File: src/rtl/register_pair_file_pkg.sv
// gb80_regfile_pkg: register and pair indices, inc/dec direction codes and
// the default flag-register mask of the GB80 register file.
package gb80_regfile_pkg;

  // Byte register indices. Pair p is {reg[2p] (high), reg[2p+1] (low)}.
  localparam int REG_B = 0;
  localparam int REG_C = 1;
  localparam int REG_D = 2;
  localparam int REG_E = 3;
  localparam int REG_H = 4;
  localparam int REG_L = 5;
  localparam int REG_A = 6;
  localparam int REG_F = 7;

  // Pair indices.
  localparam int PAIR_BC = 0;
  localparam int PAIR_DE = 1;
  localparam int PAIR_HL = 2;
  localparam int PAIR_AF = 3;

  // Values of i_incdec_dec.
  localparam logic INCDEC_INC = 1'b0;
  localparam logic INCDEC_DEC = 1'b1;

  // Only the upper nibble of F (Z, N, H, C) is storable.
  localparam logic [7:0] DEFAULT_FLAG_MASK = 8'hF0;

endpackage

File: src/rtl/register_pair_file_if.sv
// register_pair_file_if: groups the write, inc/dec and read ports of the
// register file.
//   master : drives strobes/addresses/data, observes read data and conflict
//   slave  : the register file itself
interface register_pair_file_if #(
  parameter int DATA_WIDTH    = 8,
  parameter int ADDRESS_WIDTH = 3
);

  logic                         i_wr_en;
  logic [ADDRESS_WIDTH-1:0]     i_wr_addr;
  logic [DATA_WIDTH-1:0]        i_wr_data;
  logic                         i_pair_wr_en;
  logic [ADDRESS_WIDTH-2:0]     i_pair_wr_addr;
  logic [2*DATA_WIDTH-1:0]      i_pair_wr_data;
  logic                         i_incdec_en;
  logic                         i_incdec_dec;
  logic [ADDRESS_WIDTH-2:0]     i_incdec_addr;
  logic                         i_rd_en;
  logic [ADDRESS_WIDTH-1:0]     i_rd_addr_a;
  logic [ADDRESS_WIDTH-1:0]     i_rd_addr_b;
  logic [ADDRESS_WIDTH-2:0]     i_pair_rd_addr;
  logic [DATA_WIDTH-1:0]        o_data_a;
  logic [DATA_WIDTH-1:0]        o_data_b;
  logic [2*DATA_WIDTH-1:0]      o_pair_data;
  logic                         o_wr_conflict;

  modport master (
    output i_wr_en, i_wr_addr, i_wr_data,
    output i_pair_wr_en, i_pair_wr_addr, i_pair_wr_data,
    output i_incdec_en, i_incdec_dec, i_incdec_addr,
    output i_rd_en, i_rd_addr_a, i_rd_addr_b, i_pair_rd_addr,
    input  o_data_a, o_data_b, o_pair_data, o_wr_conflict
  );

  modport slave (
    input  i_wr_en, i_wr_addr, i_wr_data,
    input  i_pair_wr_en, i_pair_wr_addr, i_pair_wr_data,
    input  i_incdec_en, i_incdec_dec, i_incdec_addr,
    input  i_rd_en, i_rd_addr_a, i_rd_addr_b, i_pair_rd_addr,
    output o_data_a, o_data_b, o_pair_data, o_wr_conflict
  );

endinterface

File: src/rtl/register_pair_file_pair_incdec.sv
// pair_incdec: combinational +1 / -1 on a register pair, wrapping modulo
// 2**(2*DATA_WIDTH). The byte-to-byte carry stays internal.
//   i_value : current pair value
//   i_dec   : 0 = increment, 1 = decrement
//   o_value : modified pair value
module pair_incdec #(
  parameter int DATA_WIDTH = 8
) (
  input  logic [2*DATA_WIDTH-1:0] i_value,
  input  logic                    i_dec,
  output logic [2*DATA_WIDTH-1:0] o_value
);

  localparam int PW = 2 * DATA_WIDTH;
  localparam logic [PW-1:0] ONE = PW'(1);

  // Result width equals operand width, so the wrap is implicit.
  assign o_value = i_dec ? (i_value - ONE) : (i_value + ONE);

endmodule

File: src/rtl/register_pair_file.sv
// register_pair_file: GB80 register file of 2**ADDRESS_WIDTH byte registers
// grouped into 16-bit pairs.
//   i_clk   : clock, all state changes on the rising edge
//   i_reset : asynchronous active-high reset
//   bus     : byte write, pair write, pair inc/dec, two byte reads and one
//             pair read (registered, write-first), plus o_wr_conflict
// Per-register priority: pair write > inc/dec > byte write.
module register_pair_file
  import gb80_regfile_pkg::*;
#(
  parameter int                    DATA_WIDTH    = 8,
  parameter int                    ADDRESS_WIDTH = 3,
  parameter int                    FLAG_REG      = REG_F,
  parameter logic [DATA_WIDTH-1:0] FLAG_MASK     = DATA_WIDTH'(DEFAULT_FLAG_MASK)
) (
  input  logic                   i_clk,
  input  logic                   i_reset,
  register_pair_file_if.slave    bus
);

  localparam int NUM_REGS = 2 ** ADDRESS_WIDTH;
  localparam int PAIR_W   = ADDRESS_WIDTH - 1;
  localparam int DW       = DATA_WIDTH;

  logic [DW-1:0]   regs_q [NUM_REGS];
  logic [DW-1:0]   regs_d [NUM_REGS];
  logic [DW-1:0]   data_a_q, data_a_d;
  logic [DW-1:0]   data_b_q, data_b_d;
  logic [2*DW-1:0] pair_data_q, pair_data_d;
  logic            conflict_q, conflict_d;

  logic [2*DW-1:0] incdec_in;
  logic [2*DW-1:0] incdec_out;

  // Inc/dec always works from the stored value, never from same-cycle writes.
  assign incdec_in = {regs_q[{bus.i_incdec_addr, 1'b0}],
                      regs_q[{bus.i_incdec_addr, 1'b1}]};

  pair_incdec #(.DATA_WIDTH(DW)) u_pair_incdec (
    .i_value (incdec_in),
    .i_dec   (bus.i_incdec_dec),
    .o_value (incdec_out)
  );

  // Per-register next state, resolved by priority.
  always_comb begin
    // NOTE: every combinational output gets a default first, so no path
    // leaves it unassigned and no latch is inferred.
    regs_d     = regs_q;
    conflict_d = 1'b0;
    for (int r = 0; r < NUM_REGS; r++) begin
      if (bus.i_pair_wr_en && bus.i_pair_wr_addr == PAIR_W'(r >> 1)) begin
        regs_d[r] = r[0] ? bus.i_pair_wr_data[DW-1:0]
                         : bus.i_pair_wr_data[2*DW-1:DW];
        if (bus.i_wr_en && bus.i_wr_addr == ADDRESS_WIDTH'(r)) conflict_d = 1'b1;
      end else if (bus.i_incdec_en && bus.i_incdec_addr == PAIR_W'(r >> 1)) begin
        regs_d[r] = r[0] ? incdec_out[DW-1:0] : incdec_out[2*DW-1:DW];
        if (bus.i_wr_en && bus.i_wr_addr == ADDRESS_WIDTH'(r)) conflict_d = 1'b1;
      end else if (bus.i_wr_en && bus.i_wr_addr == ADDRESS_WIDTH'(r)) begin
        regs_d[r] = bus.i_wr_data;
      end
      // Unwritable flag bits are forced to zero whatever the source.
      if (r == FLAG_REG) regs_d[r] = regs_d[r] & FLAG_MASK;
    end
  end

  // Write-first reads: select from the next-state vector, hold when disabled.
  always_comb begin
    data_a_d    = data_a_q;
    data_b_d    = data_b_q;
    pair_data_d = pair_data_q;
    if (bus.i_rd_en) begin
      data_a_d    = regs_d[bus.i_rd_addr_a];
      data_b_d    = regs_d[bus.i_rd_addr_b];
      pair_data_d = {regs_d[{bus.i_pair_rd_addr, 1'b0}],
                     regs_d[{bus.i_pair_rd_addr, 1'b1}]};
    end
  end

  // NOTE: the storage array is reset like any other register because CPU
  // state must be known (all zero) right after reset.
  always_ff @(posedge i_clk or posedge i_reset) begin
    if (i_reset) begin
      for (int r = 0; r < NUM_REGS; r++) regs_q[r] <= '0;
      data_a_q    <= '0;
      data_b_q    <= '0;
      pair_data_q <= '0;
      conflict_q  <= 1'b0;
    end else begin
      // NOTE: non-blocking assignments so every register samples the
      // pre-edge values, independent of statement order.
      regs_q      <= regs_d;
      data_a_q    <= data_a_d;
      data_b_q    <= data_b_d;
      pair_data_q <= pair_data_d;
      conflict_q  <= conflict_d;
    end
  end

  assign bus.o_data_a      = data_a_q;
  assign bus.o_data_b      = data_b_q;
  assign bus.o_pair_data   = pair_data_q;
  assign bus.o_wr_conflict = conflict_q;

endmodule

File: src/flat_wrapper.sv
// flat-port wrapper written by rule: the top's interface ports become plain ports
module register_pair_file_flat import gb80_regfile_pkg::*;
#(
  parameter int                    DATA_WIDTH    = 8,
  parameter int                    ADDRESS_WIDTH = 3,
  parameter int                    FLAG_REG      = REG_F,
  parameter logic [DATA_WIDTH-1:0] FLAG_MASK     = DATA_WIDTH'(DEFAULT_FLAG_MASK)
)
  (i_clk, i_reset, bus_i_wr_en, bus_i_wr_addr, bus_i_wr_data, bus_i_pair_wr_en, bus_i_pair_wr_addr, bus_i_pair_wr_data, bus_i_incdec_en, bus_i_incdec_dec, bus_i_incdec_addr, bus_i_rd_en, bus_i_rd_addr_a, bus_i_rd_addr_b, bus_i_pair_rd_addr, bus_o_data_a, bus_o_data_b, bus_o_pair_data, bus_o_wr_conflict);
  register_pair_file_if #(.DATA_WIDTH(DATA_WIDTH), .ADDRESS_WIDTH(ADDRESS_WIDTH)) bus_i ();
  input  logic i_clk;
  input  logic i_reset;
  input wire logic [$bits(bus_i.i_wr_en)-1:0] bus_i_wr_en;
  input wire logic [$bits(bus_i.i_wr_addr)-1:0] bus_i_wr_addr;
  input wire logic [$bits(bus_i.i_wr_data)-1:0] bus_i_wr_data;
  input wire logic [$bits(bus_i.i_pair_wr_en)-1:0] bus_i_pair_wr_en;
  input wire logic [$bits(bus_i.i_pair_wr_addr)-1:0] bus_i_pair_wr_addr;
  input wire logic [$bits(bus_i.i_pair_wr_data)-1:0] bus_i_pair_wr_data;
  input wire logic [$bits(bus_i.i_incdec_en)-1:0] bus_i_incdec_en;
  input wire logic [$bits(bus_i.i_incdec_dec)-1:0] bus_i_incdec_dec;
  input wire logic [$bits(bus_i.i_incdec_addr)-1:0] bus_i_incdec_addr;
  input wire logic [$bits(bus_i.i_rd_en)-1:0] bus_i_rd_en;
  input wire logic [$bits(bus_i.i_rd_addr_a)-1:0] bus_i_rd_addr_a;
  input wire logic [$bits(bus_i.i_rd_addr_b)-1:0] bus_i_rd_addr_b;
  input wire logic [$bits(bus_i.i_pair_rd_addr)-1:0] bus_i_pair_rd_addr;
  output wire logic [$bits(bus_i.o_data_a)-1:0] bus_o_data_a;
  output wire logic [$bits(bus_i.o_data_b)-1:0] bus_o_data_b;
  output wire logic [$bits(bus_i.o_pair_data)-1:0] bus_o_pair_data;
  output wire logic [$bits(bus_i.o_wr_conflict)-1:0] bus_o_wr_conflict;
  assign bus_i.i_wr_en = bus_i_wr_en;
  assign bus_i.i_wr_addr = bus_i_wr_addr;
  assign bus_i.i_wr_data = bus_i_wr_data;
  assign bus_i.i_pair_wr_en = bus_i_pair_wr_en;
  assign bus_i.i_pair_wr_addr = bus_i_pair_wr_addr;
  assign bus_i.i_pair_wr_data = bus_i_pair_wr_data;
  assign bus_i.i_incdec_en = bus_i_incdec_en;
  assign bus_i.i_incdec_dec = bus_i_incdec_dec;
  assign bus_i.i_incdec_addr = bus_i_incdec_addr;
  assign bus_i.i_rd_en = bus_i_rd_en;
  assign bus_i.i_rd_addr_a = bus_i_rd_addr_a;
  assign bus_i.i_rd_addr_b = bus_i_rd_addr_b;
  assign bus_i.i_pair_rd_addr = bus_i_pair_rd_addr;
  assign bus_o_data_a = bus_i.o_data_a;
  assign bus_o_data_b = bus_i.o_data_b;
  assign bus_o_pair_data = bus_i.o_pair_data;
  assign bus_o_wr_conflict = bus_i.o_wr_conflict;
  register_pair_file #(.DATA_WIDTH(DATA_WIDTH), .ADDRESS_WIDTH(ADDRESS_WIDTH), .FLAG_REG(FLAG_REG), .FLAG_MASK(FLAG_MASK)) u_core (.i_clk(i_clk), .i_reset(i_reset), .bus(bus_i));
endmodule
File: config.mk
export PLATFORM = sky130hd
export DESIGN_NAME = register_pair_file_flat
export DESIGN_NICKNAME = d
export VERILOG_FILES = /design/src/rtl/register_pair_file_pkg.sv /design/src/rtl/register_pair_file_if.sv /design/src/rtl/register_pair_file_pair_incdec.sv /design/src/rtl/register_pair_file.sv /design/src/flat_wrapper.sv
export SDC_FILE = /design/constraint.sdc
export NUM_CORES = 1
export LEC_CHECK = 0
export ABC_AREA = 1
export CELL_PAD_IN_SITES_DETAIL_PLACEMENT = 2
export CELL_PAD_IN_SITES_GLOBAL_PLACEMENT = 2
export CORE_MARGIN = 1.5
export CORE_UTILIZATION = 34
export CTS_CLUSTER_DIAMETER = 60
export DETAILED_ROUTE_END_ITERATION = 16
export PLACE_DENSITY_LB_ADDON = 0.1
export SLEW_MARGIN = 20
export SYNTH_ARGS = -nofsm -noshare
export SYNTH_HDL_FRONTEND = slang
export SYNTH_HIERARCHICAL = 1
export SYNTH_SLANG_ARGS = --single-unit
File: constraint.sdc
create_clock -name i_clk -period 4.45 [get_ports i_clk]
set_clock_uncertainty 0.2 [all_clocks]
set_input_delay 0.445 -clock i_clk [delete_from_list [all_inputs] [get_ports i_clk]]
set_output_delay 0.445 -clock i_clk [all_outputs]
set_load 0.01 [all_outputs]
==> results_dict.tcl, run 1 <==
set metrics [dict create \
    post_drt_wl_per_cell_um 25.9 \
    crit_start "bus_i_incdec_addr[0]" \
    rrSetupSlack_ps 900 \
    yosysWarningCount 6 \
    grt_setup_unrepaired "no" \
    rows 56 \
    antenna_found_initial 0 \
    ioPinCount 79 \
    postCtsHoldBufs 0 \
    period_minus_slack_ps 4150 \
    die_w_um 158 \
    yosysSeqAreaShare 0.285 \
    min_period_over_period 0.932 \
    power_density_mw_per_mm2 413 \
    dieHeight_um 158 \
    htreeDepth 3 \
    power.total_uw 4030 \
    rr_startpoint "u_core/regs_q[53]$_DFF_PP0_" \
    dp_hpwl_mm 35.5 \
    vias 10100 \
    crit_top_cell "nand2_1" \
    fp.dieArea_sq_mm 0.0250 \
    synth.ff_latch_count 93 \
    grt_pass1_vias 10600 \
    cap_violations 0 \
    leakage_uw 0.00510 \
    r2r-end "u_core/bus.o_pair_data[7]$_DFFE_PP0P_" \
    avgSynthCellArea_sq_um 6.03 \
    slowest_stage "clkdlybuf4s50_1" \
    netlist_top_cells_area "dfrtp_1 28%, nand2_1 20%, nand3_1 14%" \
    tightest_slew_ps 952 \
    hold_violations 0 \
    design.core.area_sq_mm 0.0235 \
    clk_path_buf_depth 2 \
    drive_above_1_share 0.0799 \
    ys.flop_type "dfrtp_1" \
    wl_mm 45.6 \
    status "completed" \
    crit_type "in2reg" \
    antenna_cells 0 \
    cp.depth 20 \
    cts.reportedPaths.clkPinSlew_ps 70 \
    path_cells "clkdlybuf4s50_1, nand2_1, clkinvlp_4, buf_12, a22oi_1, o221ai_1, ha_1, nand2_1, inv_1, a21oi_1, nand2_2, xor2_1, nand3_1, nor2_1, nor2_1, nand2_1, nand2_1, nand3_1, a21oi_1, nor2_1" \
    synth_top_area_cell "dfrtp_1" \
    synthToLayoutAreaGrowth_pct 19.4 \
    syn_inst 1356 \
    min_path_type "reg2reg" \
    dp.cells 1743 \
    cp_num_buf_inv 4 \
    startpoint_type "input port" \
    synth_common_cells "446 x nand2_1, 233 x nand3_1, 155 x nor2_1" \
    drc 0 \
    vdd_drop_max_v 0.000200 \
    grt_pass1_wl_mm 67.4 \
    slew_headroom 0.365 \
    syn-num-nets 1417 \
    cp-end-kind "register" \
    drtIter0Drc 872 \
    cts.sinks 93 \
    netlist_area_sq_mm 0.00818 \
    critPathMaxStageDelay_ps 480 \
    cts_buffers 9 \
    grt_max_degree 69 \
    final-setup-viol-count 0 \
    async_reset_ff_frac 1.00 \
    grt-ovfl-total 0 \
    fin_nets 1497 \
    synth_most_common_cell "nand2_1" \
    arrival_ps 4190 \
    synth_edf_count 0 \
    cp_top_family "simple AND/OR/NAND/NOR gates" \
    cp.required_ps 4490 \
    initial_core_util 0.347 \
    synth.distinct_cells 35 \
    crit_end "u_core/bus.o_pair_data[7]$_DFFE_PP0P_" \
    grt_usage 0.373 \
    place_congestion 0.948 \
    final_antenna_net_count 0 \
    cts_tree "built" \
    routed_via_density 5.74 \
    drv_slew 0 \
    clock-root-buffer "clkbuf_16" \
    crit_fanout 12 \
    r2r_cells 16 \
    layoutNonFillerInstCount 1758 \
    firstDrtPassIters 5 \
    portBuffers 78 \
    synth_top_area_share 0.285 \
    max_freq_mhz 241 \
    clk_latency_ps 360 \
    utilization 0.414 \
]
repair_timing:
item                                    4_1_cts  5_1_grt
buffers inserted                              0        1
endpoints found under the setup margin        0        1
gates resized for setup                       0        1
layout make-up:
type,instances,area [sq um]
flip-flops and latches,93,2330
clock inverters,4,97.6
fillers,3009,13800
clock buffers,10,239
repair buffers,116,1090
well taps,319,399
inverters,163,618
multi-input cells,1053,4990
cell usage in the layout, fill, tap and decap left out, drive strengths merged:
master,n
or2,2
nand3b,2
o211ai,13
nor3,3
xnor2,2
fa,1
buf,38
clkbuf,10
clkinv,6
a22oi,12
ha,14
nand2,461
nand4,9
nand3,252
dfrtp,93
and2,1
o21ai,15
bufinv,3
xor2,6
clkinvlp,2
inv,156
a31oi,7
a21oi,78
nor2,165
clkdlybuf4s50,78
o221ai,10
worst min-delay path by stage:
stage	start	endpoint	slack, ps	depth (start not counted)
3_5_place_dp	u_core/bus.o_data_a[2]$_DFFE_PP0P_	u_core/bus.o_data_a[2]$_DFFE_PP0P_	270	2
6_report	u_core/bus.o_data_b[3]$_DFFE_PP0P_	u_core/bus.o_data_b[3]$_DFFE_PP0P_	290	2
5_1_grt	u_core/bus.o_data_b[7]$_DFFE_PP0P_	u_core/bus.o_data_b[7]$_DFFE_PP0P_	320	2
3_3_place_gp	u_core/bus.o_data_b[2]$_DFFE_PP0P_	u_core/bus.o_data_b[2]$_DFFE_PP0P_	260	2
4_1_cts	u_core/bus.o_data_a[6]$_DFFE_PP0P_	u_core/bus.o_data_a[6]$_DFFE_PP0P_	300	2
2_1_floorplan	u_core/bus.o_pair_data[0]$_DFFE_PP0P_	u_core/bus.o_pair_data[0]$_DFFE_PP0P_	320	2
sequential cells by signal, summed over array words and instances (netlist names):
name	flops
u_core/bus.o_data_a	8
u_core/bus.o_wr_conflict	1
u_core/regs_q	60
u_core/bus.o_data_b	8
u_core/bus.o_pair_data	16
logic make-up after synthesis:
kind of cell / share of synthesized area
simple gates: 0.481
buf+inv: 0.105
compound gates: 0.0964
flops: 0.285
fa+ha+maj: 0.0239
xor+xnor: 0.00857
per-layer routing:
layer  vias up  GRT usage  part of all wire
met2       458      0.592              0.45
met5         -          0                 0
li1       4526          -                 -
met3        89     0.0654             0.075
met4         0      0.130             0.031
met1      5012      0.509              0.45
power breakdown:
group          switching [uW]  internal, uW  total, uW
clock                     377           560        937
combinational            1340           585       1920
sequential                134          1040       1170
total                    1850          2180       4030
worst min-delay path, delay by kind of cell (launching register included):
kind	cells	cell delay (ps)
DFF	1	350
and+or+nand+nor	2	110
per-stage QoR:
| step | hold slack [ps] | area (sq um) | TNS, ps | worst slack [ps] |
|---|---|---|---|---|
| 3_5_place_dp | 274 | 9400 | -81.2 | -58.0 |
| 2_1_floorplan | 316 | 8180 | 0 | 1150 |
| 5_1_grt | 316 | 9760 | 0 | 54.1 |
| 3_3_place_gp | 263 | 9400 | -1.41 | -1.41 |
| 4_1_cts | 298 | 9730 | 0 | 339 |
| 6_report | 292 | 9760 | 0 | 301 |
(Power assumes the default switching activity.)
==> inputs of run 2 (changes only) <==
--- a/config.mk
+++ b/config.mk
@@ -13,6 +13,7 @@
 export CTS_CLUSTER_DIAMETER = 60
 export DETAILED_ROUTE_END_ITERATION = 16
 export PLACE_DENSITY_LB_ADDON = 0.1
+export SETUP_SLACK_MARGIN = 0.3
 export SLEW_MARGIN = 20
 export SYNTH_ARGS = -nofsm -noshare
 export SYNTH_HDL_FRONTEND = slang
==> run 2 against run 1 <==
  * Combinational power rose by 2%
  * Critical path type unchanged
  * Fmax rose by 3.4%
  * Largest power group unchanged
  * Register-to-register slack improved by 100 ps
  * Critical endpoint is now u_core/bus.o_data_b[4]$_DFFE_PP0P_
  * Non-clock buffer count rose by 4
==> results_dict.tcl, run 2 (synthesis gave the netlist of run 1 again) <==
set metrics [dict create \
    dp_hpwl_mm 35.5 \
    ioPinCount 79 \
    final_cell_mix "442 x nand2_1, 233 x nand3_1, 154 x nor2_1" \
    period_minus_slack_ps 4010 \
    utilization 0.419 \
    clk_path_buf_depth 2 \
    final-setup-viol-count 0 \
    dieHeight_um 158 \
    drive_above_1_share 0.0915 \
    met3WireLength_mm 3.35 \
    power.total_uw 4070 \
    portBuffers 78 \
    max_freq_mhz 249 \
    final_antenna_net_count 0 \
    cts.sinks 93 \
    startpoint_type "input port" \
    hold_violations 0 \
    grt_setup_unrepaired "yes" \
    post_drt_wl_per_cell_um 26.0 \
    crit_fanout 19 \
    final_area_sq_mm 0.00986 \
    slew_headroom 0.371 \
    clock-root-buffer "clkbuf_16" \
    fp.dieArea_sq_mm 0.0250 \
    wl_mm 45.8 \
    comb_power_share 0.481 \
    synthToLayoutAreaGrowth_pct 20.6 \
    min_path_type "reg2reg" \
    status "completed" \
    wl_met2_mm 20.6 \
    cts_tree "built" \
    largest_reg_flops 60 \
    grt-ovfl-total 0 \
    p_int_uw 2200 \
    maxUsedRoutingLayer "met4" \
    clk_latency_ps 360 \
    p_sw_frac 0.459 \
    initial_core_util 0.347 \
    drv_slew 0 \
    crit_type "in2reg" \
    p_seq_frac 0.289 \
    cap_violations 0 \
    power_density_mw_per_mm2 413 \
    cts_buffers 9 \
    tightest_slew_ps 943 \
    grt_pass1_vias 10600 \
    cp.required_ps 4490 \
    fin_tns_setup_ps 0 \
    arrival_ps 4060 \
    antenna_cells 0 \
    cts.reportedPaths.clkPinSlew_ps 70 \
    power_switching_uw 1870 \
    drc 0 \
    grt_usage 0.373 \
    htreeDepth 3 \
    vias 10100 \
    grt_max_degree 69 \
    final_common_cell "nand2_1" \
    die_w_um 158 \
    routed_via_density 5.75 \
    min_period_over_period 0.902 \
    grt_pass1_wl_mm 67.4 \
    layout_setup_ws_ps 436 \
    firstDrtPassIters 5 \
    dp_slack_ps -58.0 \
    leakage_uw 0.00512 \
    vdd_drop_max_v 0.000200 \
    design.core.area_sq_mm 0.0235 \
    cp-end-kind "register" \
    wl_met1_mm 20.4 \
    fin_nets 1501 \
    place_congestion 0.948 \
    power_frac_clock 0.230 \
    drtIter0Drc 951 \
    top_register "u_core/regs_q" \
    placed_cell_area_sq_mm 0.00940 \
    rows 56 \
    antenna_found_initial 0 \
]
## run 2: changes by cell type in the layout (fill, tap and decap cells not counted), moves of 2 or more
| cell | previous run | this run |
|---|---|---|
| ha_4 | 0 | 2 |
| nand2_1 | 446 | 442 |
| ha_1 | 14 | 11 |
| o221ai_2 | 0 | 3 |
| nand2_2 | 15 | 19 |
| o221ai_1 | 10 | 7 |
| buf_4 | 36 | 40 |
## run 2: final timing paths
| path | cells past startpoint | startpoint | slack, ps | to |
|---|---|---|---|---|
| worst max register to register | 14 | u_core/regs_q[53]$_DFF_PP0_ | 1000 | u_core/bus.o_pair_data[7]$_DFFE_PP0P_ |
| max in group asynchronous | 3 | i_reset | 2770 | u_core/regs_q[14]$_DFF_PP0_ |
| worst max-delay path | 23 | bus_i_incdec_addr[0] | 440 | u_core/bus.o_data_b[4]$_DFFE_PP0P_ |
| worst min-delay path | 2 | u_core/bus.o_data_b[3]$_DFFE_PP0P_ | 290 | u_core/bus.o_data_b[3]$_DFFE_PP0P_ |
| worst min register to register | 2 | u_core/bus.o_data_b[3]$_DFFE_PP0P_ | 290 | u_core/bus.o_data_b[3]$_DFFE_PP0P_ |
| min in group asynchronous | 2 | i_reset | 430 | u_core/bus.o_pair_data[9]$_DFFE_PP0P_ |
## run 2: what timing repair did
item / CTS / global route
hold buffers: 0 / 0
setup buffers: 0 / 5
resized for setup: 0 / 14
hold endpoints to repair: 0 / 0
endpoints found under the setup margin: 0 / 18
## run 2: routing by layer
metal	up-vias	track usage
met5	-	0
met4	0	0.130
met3	96	0.0654
met2	450	0.592
met1	5058	0.509
li1	4533	-
## run 2: power groups by stage
stage | Clock (uW) | Sequential [uW] | Combinational [uW]
2_1_floorplan | 0 | 1150 | 1080
3_5_place_dp | 0 | 1180 | 1840
6_report | 936 | 1180 | 1960
4_1_cts | 937 | 1170 | 1870
5_1_grt | 962 | 1190 | 2110
3_3_place_gp | 0 | 1170 | 1790
## run 2: through the flow
| stage | std cells | hold WS, ps |
|---|---|---|
| after floorplan | 1356 | 316 |
| after global placement | 1743 | 263 |
| after detailed placement | 1743 | 274 |
| after CTS | 1757 | 298 |
| after global routing | 1762 | 316 |
| final | 1762 | 291 |
## run 2: layout make-up
cell class                 count  area, sq um
tap                          319          399
inverter                     163          618
timing repair buffer         120         1120
clock inverter                 4         97.6
fill                        3000        13700
sequential                    93         2330
multi-input combinational   1053         5060
clock buffer                  10          239
## run 2: worst max-delay path, stage by stage
cell and delay, ps:
clkdlybuf4s50_1 490, buf_12 200, nor2_8 350, buf_4 190
nand2_1 50, o221ai_1 80, ha_1 300, or2_1 240
and2_4 170, nand3_1 110, nand3_1 80, nand2_1 60
nand2_1 160, inv_1 160, nor2_1 60, a21oi_1 200
nand2_2 160, nand2_1 90, nand2_1 50, nor2_1 150
nand2_1 70, nand3_1 90, nand2_1 60
